==> src/rtl/mem_arbiter_pkg.sv <==
// Shared widths, MemOP encodings and FSM state type for the IFU/LSU memory arbiter.
package mem_arbiter_pkg;

  localparam int unsigned RegWidth = 64;

  localparam logic [2:0] MEMOP_LB  = 3'b000;
  localparam logic [2:0] MEMOP_LH  = 3'b001;
  localparam logic [2:0] MEMOP_LW  = 3'b010;
  localparam logic [2:0] MEMOP_LD  = 3'b011;
  localparam logic [2:0] MEMOP_LBU = 3'b100;
  localparam logic [2:0] MEMOP_LHU = 3'b101;
  localparam logic [2:0] MEMOP_LWU = 3'b110;

  typedef enum logic [1:0] {
    ST_IDLE,
    ST_ISSUE,
    ST_WAIT_RESP
  } arb_state_e;

endpackage

==> src/rtl/arb_prio_starve.sv <==
// LSU-priority grant logic with a saturating IFU starvation counter.
module arb_prio_starve #(
  parameter int unsigned STARVE_MAX = 4
) (
  input  logic clk,
  input  logic rst,
  input  logic i_ifu_valid,
  input  logic i_lsu_valid,
  input  logic i_accept,
  output logic o_grant_ifu,
  output logic o_grant_lsu
);

  localparam logic [3:0] CntMax = 4'(STARVE_MAX);

  logic [3:0] r_starve_cnt;
  logic       w_starved;

  always_comb begin
    w_starved   = (r_starve_cnt == CntMax);
    o_grant_ifu = i_ifu_valid & (~i_lsu_valid | w_starved);
    o_grant_lsu = i_lsu_valid & ~o_grant_ifu;
  end

  // Only losses suffered while IFU was actually waiting count towards starvation.
  always_ff @(posedge clk) begin
    if (!rst) begin
      r_starve_cnt <= '0;
    end else if (i_accept) begin
      if (o_grant_ifu) begin
        r_starve_cnt <= '0;
      end else if (o_grant_lsu && i_ifu_valid && !w_starved) begin
        r_starve_cnt <= r_starve_cnt + 4'd1;
      end
    end
  end

endmodule

==> src/rtl/mem_arbiter.sv <==
// Two-master (IFU, LSU) to one memory port arbiter: grant, register, issue, route response.
module mem_arbiter
  import mem_arbiter_pkg::*;
#(
  parameter int unsigned ADDR_W     = RegWidth,
  parameter int unsigned DATA_W     = RegWidth,
  parameter logic [2:0]  IFU_MEMOP  = MEMOP_LWU,
  parameter int unsigned STARVE_MAX = 4
) (
  input  logic              clk,
  input  logic              rst,
  input  logic              ifu_req_valid,
  output logic              ifu_req_ready,
  input  logic [ADDR_W-1:0] ifu_addr,
  output logic              ifu_resp_valid,
  output logic [DATA_W-1:0] ifu_resp_data,
  input  logic              ifu_resp_ready,
  input  logic              lsu_req_valid,
  output logic              lsu_req_ready,
  input  logic [ADDR_W-1:0] lsu_addr,
  input  logic              lsu_we,
  input  logic [DATA_W-1:0] lsu_wdata,
  input  logic [2:0]        lsu_memop,
  output logic              lsu_resp_valid,
  output logic [DATA_W-1:0] lsu_resp_data,
  input  logic              lsu_resp_ready,
  output logic              mem_req_valid,
  input  logic              mem_req_ready,
  output logic [ADDR_W-1:0] mem_addr,
  output logic              mem_we,
  output logic [DATA_W-1:0] mem_wdata,
  output logic [2:0]        mem_memop,
  input  logic              mem_resp_valid,
  input  logic [DATA_W-1:0] mem_resp_data,
  output logic              mem_resp_ready,
  output logic              owner
);

  arb_state_e        r_state;
  arb_state_e        w_next;
  logic              r_owner;
  logic [ADDR_W-1:0] r_addr;
  logic              r_we;
  logic [DATA_W-1:0] r_wdata;
  logic [2:0]        r_memop;

  logic w_idle;
  logic w_wait;
  logic w_accept;
  logic w_grant_ifu;
  logic w_grant_lsu;

  // Grants are suppressed while reset is held so no handshake is seen during reset.
  assign w_idle   = (r_state == ST_IDLE);
  assign w_wait   = (r_state == ST_WAIT_RESP);
  assign w_accept = w_idle & rst & (ifu_req_valid | lsu_req_valid);

  arb_prio_starve #(
    .STARVE_MAX(STARVE_MAX)
  ) u_prio (
    .clk         (clk),
    .rst         (rst),
    .i_ifu_valid (ifu_req_valid),
    .i_lsu_valid (lsu_req_valid),
    .i_accept    (w_accept),
    .o_grant_ifu (w_grant_ifu),
    .o_grant_lsu (w_grant_lsu)
  );

  always_ff @(posedge clk) begin
    if (!rst) begin
      r_state <= ST_IDLE;
    end else begin
      r_state <= w_next;
    end
  end

  always_comb begin
    w_next         = r_state;
    ifu_req_ready  = 1'b0;
    lsu_req_ready  = 1'b0;
    mem_req_valid  = 1'b0;
    mem_resp_ready = 1'b0;
    ifu_resp_valid = 1'b0;
    lsu_resp_valid = 1'b0;
    unique case (r_state)
      ST_IDLE: begin
        ifu_req_ready = rst & w_grant_ifu;
        lsu_req_ready = rst & w_grant_lsu;
        if (w_accept) w_next = ST_ISSUE;
      end
      ST_ISSUE: begin
        mem_req_valid = 1'b1;
        if (mem_req_ready) w_next = ST_WAIT_RESP;
      end
      ST_WAIT_RESP: begin
        mem_resp_ready = r_owner ? lsu_resp_ready : ifu_resp_ready;
        ifu_resp_valid = ~r_owner & mem_resp_valid;
        lsu_resp_valid = r_owner & mem_resp_valid;
        if (mem_resp_valid && mem_resp_ready) w_next = ST_IDLE;
      end
      default: w_next = ST_IDLE;
    endcase
  end

  always_ff @(posedge clk) begin
    if (!rst) begin
      r_owner <= 1'b0;
      r_addr  <= '0;
      r_we    <= 1'b0;
      r_wdata <= '0;
      r_memop <= '0;
    end else if (w_accept) begin
      r_owner <= w_grant_lsu;
      if (w_grant_lsu) begin
        r_addr  <= lsu_addr;
        r_we    <= lsu_we;
        r_wdata <= lsu_wdata;
        r_memop <= lsu_memop;
      end else begin
        r_addr  <= ifu_addr;
        r_we    <= 1'b0;
        r_wdata <= '0;
        r_memop <= IFU_MEMOP;
      end
    end
  end

  assign mem_addr      = r_addr;
  assign mem_we        = r_we;
  assign mem_wdata     = r_wdata;
  assign mem_memop     = r_memop;
  assign owner         = r_owner;
  assign ifu_resp_data = mem_resp_data;
  assign lsu_resp_data = mem_resp_data;

  logic w_unused;
  assign w_unused = w_wait;

endmodule
==> config.mk <==
export PLATFORM = sky130hd
export DESIGN_NAME = mem_arbiter
export DESIGN_NICKNAME = d
export VERILOG_FILES = /design/src/rtl/mem_arbiter_pkg.sv /design/src/rtl/arb_prio_starve.sv /design/src/rtl/mem_arbiter.sv
export SDC_FILE = /design/constraint.sdc
export NUM_CORES = 1
export LEC_CHECK = 0
export ABC_AREA = 1
export BUFFER_PORTS_ARGS = -buffer_cell sky130_fd_sc_hd__buf_2
export CAP_MARGIN = 5
export CORE_AREA = 5 5 208 210
export DETAILED_ROUTE_END_ITERATION = 8
export DIE_AREA = 0 0 213 215
export PLACE_DENSITY = 0.4
export SLEW_MARGIN = 20
export SYNTH_ARGS = -nofsm -noshare
export SYNTH_HDL_FRONTEND = slang
export SYNTH_HIERARCHICAL = 1
export SYNTH_SLANG_ARGS = --single-unit
==> constraint.sdc <==
create_clock -name clk -period 2.7 [get_ports clk]
set_clock_uncertainty 0.2 [all_clocks]
set_input_delay 0 -clock clk [delete_from_list [all_inputs] [get_ports clk]]
set_output_delay 0 -clock clk [all_outputs]
set_load 0.01 [all_outputs]
==> results.cfg <==
[clock_tree]
h-tree-depth = 4
cts_made_buffers = 17
cts_buffer_depth = 2
worstSkewPairLatency_ns = 0.43
clock-sinks = 139
path_clk_slew_ns = 0.06
root_buffer = clkbuf_16
tritoncts = built

[sta]
worst_pin_slew_ns = 0.7364
fmax_mhz = 395.2
hold_viol = 0
finalMaxSlewViolations = 0
period_needed_ns = 2.530
setup_viol = 0
rsz0062_at_grt = no
period_share_pct = 93.71
slew_headroom_pct = 50.91
final.setup.tns_ns = 0

[floorplan]
die_area_sq_mm = 0.04580
ios = 535
coreArea_sq_mm = 0.04138
die_h_um = 215
initial_utilization_pct = 17.93
die_x_um = 213
num_rows = 75

[logic_synthesis]
synth_area_leaders = dfxtp_1, nand2_1, buf_4
synth_cells = 1122
syn-num-nets = 1392
synth_top_area_cell = dfxtp_1
synth_edf_count = 0
yosysWarningCount = 6
ys.flop_type = dfxtp_1
yosysSeqAreaShare_pct = 37.49
synth_most_common_cell = nand2_1
synth-seq-cells = 139
avgSynthCellArea_sq_um = 6.615
synth_commonest_cells = nand2_1, inv_1, dfxtp_1
yosysTopAreaCellShare_pct = 37.49
post_synth_num_cell_types = 25
synth_area_sq_mm = 0.007422
synthArstFlopShare_pct = 0

[flow_run]
cap_violations = 0

[finish]
antenna_cells = 0
nets = 1840
drive_above_1_share_pct = 25.28
syn2layout_area_growth_pct = 63.37

[worst_setup_path]
cp.arrival_ns = 2.71
path_class = register to register
crit_start = r_state[0]
path_max_fanout = 5
r2r_start = r_state[0]
critPathLaunchType = register
required_ns = 2.88
cp-end-kind = register

[power]
ir_drop_v = 0.0004034
p_per_area_mw_per_mm2 = 521.5
finalPower_uw = 6323
p_int_uw = 4449
switchingPower_uw = 1874
p_clk_share_pct = 39.3
switching_share_pct = 29.64
power_leakage_uw = 0.006041
comb_power_share_pct = 24.6
power.share.sequential_pct = 36.0

[global_route]
grt_most_used_layer = met2
antenna_found_initial = 1
grt_pass1_vias = 8246
grt-ovfl-total = 0
grt_max_degree = 129
grt_util_all_layers_pct = 11.70
grt_first_pass_wirelength_um = 42900
use_met3_pct = 4.346
met2_usage_pct = 20.34
use_met1_pct = 12.65

[route]
viasPerCell = 3.916
dr_total_vias = 8306
wire_per_inst_um = 14.07
route.detailed.drc = 0
firstDrtPassIters = 6
first_iter_violations = 310
ant_nets = 0
routed_wl_um = 29840

[placement]
port_buffers = 342
dp_hpwl_um = 19270
gp_congestion = 0.7494

[hold_path]
hold_path.class = primary input to register
worstHoldStart = lsu_wdata[45]

[outcome]
status = complete, no violations
per-stage QoR:
step / util [%] / instance area, sq um / instances / worst slack (ns) / hold slack, ns
after global routing: 29.30 / 12130 / 2121 / 0.04600 / 0.1633
final: 29.30 / 12130 / 2121 / 0.1697 / 0.1774
after CTS: 29.06 / 12030 / 2117 / 0.04965 / 0.1354
after floorplan: - / 7422 / 1122 / 0.7453 / -0.1082
after global placement: 21.03 / 8703 / 1815 / 0.5448 / -0.1999
after detailed placement: 21.03 / 8703 / 1815 / 0.5157 / -0.1999
path summary, 6_finish.rpt:
| check | endpoint | slack [ns] | cells after the start |
|---|---|---|---|
| setup / recovery | u_prio/r_starve_cnt[0] | 0.17 | 9 |
| hold / removal | mem_wdata[45] | 0.18 | 4 |
| setup reg to reg | u_prio/r_starve_cnt[0] | 0.17 | 9 |
| hold reg to reg | mem_wdata[49] | 0.26 | 2 |
final cells by class:
cell class              count  area, sq um
flip-flops and latches    139         2783
clock buffers              21        470.5
multi-input cells         635         2814
repair buffers            629         4687
fillers                  4449        29260
clock inverters            10        141.4
well taps                 539        674.4
inverters                 148        555.5
kinds of logic (layout without fill, tap and decap cells):
kind of cell | Yosys count | in the layout | synth area share [%]
adder cells (fa/ha/maj) | 2 | 2 | 0.3371
XOR/XNOR | 1 | 1 | 0.1180
buffers and inverters | 348 | 808 | 24.97
flip-flops | 139 | 139 | 37.49
AND/OR/NAND/NOR | 493 | 493 | 27.60
AO/OA/AOI/OAI | 139 | 139 | 9.491
repair_timing:
item | 4_1_cts | 5_1_grt
gates resized for setup | 0 | 8
hold buffers | 271 | 0
setup buffers | 0 | 1
endpoints found under the hold margin | 266 | 0
endpoints found under the setup margin | 0 | 50
routing by layer:
metal | part of all wire [%] | vias to the layer above
met5 | 0 | -
met4 | 2.8 | 0
met3 | 9.2 | 41
met2 | 49 | 354
met1 | 39 | 3684
li1 | - | 4227
registers in the layout (all words and copies together), names as in the netlist:
name                 count
mem_memop                3
mem_we                   1
r_state                  2
mem_addr                64
mem_wdata               64
owner                    1
u_prio/r_starve_cnt      4
cell usage in the layout (no fill, tap or decap), types with 3 or more instances in the layout:
| master | netlist | routed |
|---|---|---|
| inv_1 | 145 | 145 |
| buf_4 | 133 | 6 |
| nand2_1 | 278 | 277 |
| buf_2 | 32 | 342 |
| clkbuf_16 | 0 | 19 |
| nand4_1 | 67 | 67 |
| nor2_1 | 133 | 132 |
| o21ai_0 | 66 | 66 |
| nand2_2 | 2 | 3 |
| a21oi_1 | 70 | 70 |
| buf_12 | 0 | 7 |
| dlygate4sd3_1 | 0 | 271 |
| clkbuf_8 | 0 | 3 |
| dfxtp_1 | 139 | 139 |
| nor3_1 | 3 | 3 |
| nand3_1 | 6 | 5 |
| clkinv_4 | 0 | 3 |
| bufinv_16 | 0 | 3 |
| inv_2 | 2 | 3 |
critical path, stage by stage (launching register included):
cell and delay, ns:
dfxtp_1 0.36, nor2_4 0.16, nand3_4 0.14, inv_1 0.12, nand2_2 0.07, inv_2 0.08
nand3_1 0.07, dlygate4sd3_1 0.56, a21oi_1 0.14, dlygate4sd3_1 0.57
power by group through the flow:
stage	clock network [uW]	registers (uW)	logic (uW)
global placement	0	2320	1100
global route	2680	2300	1730
CTS	2610	2280	1540
floorplan	0	2380	751
finish	2490	2280	1560
detailed placement	0	2330	1100
No activity file was read; power rests on OpenSTA's default activity.
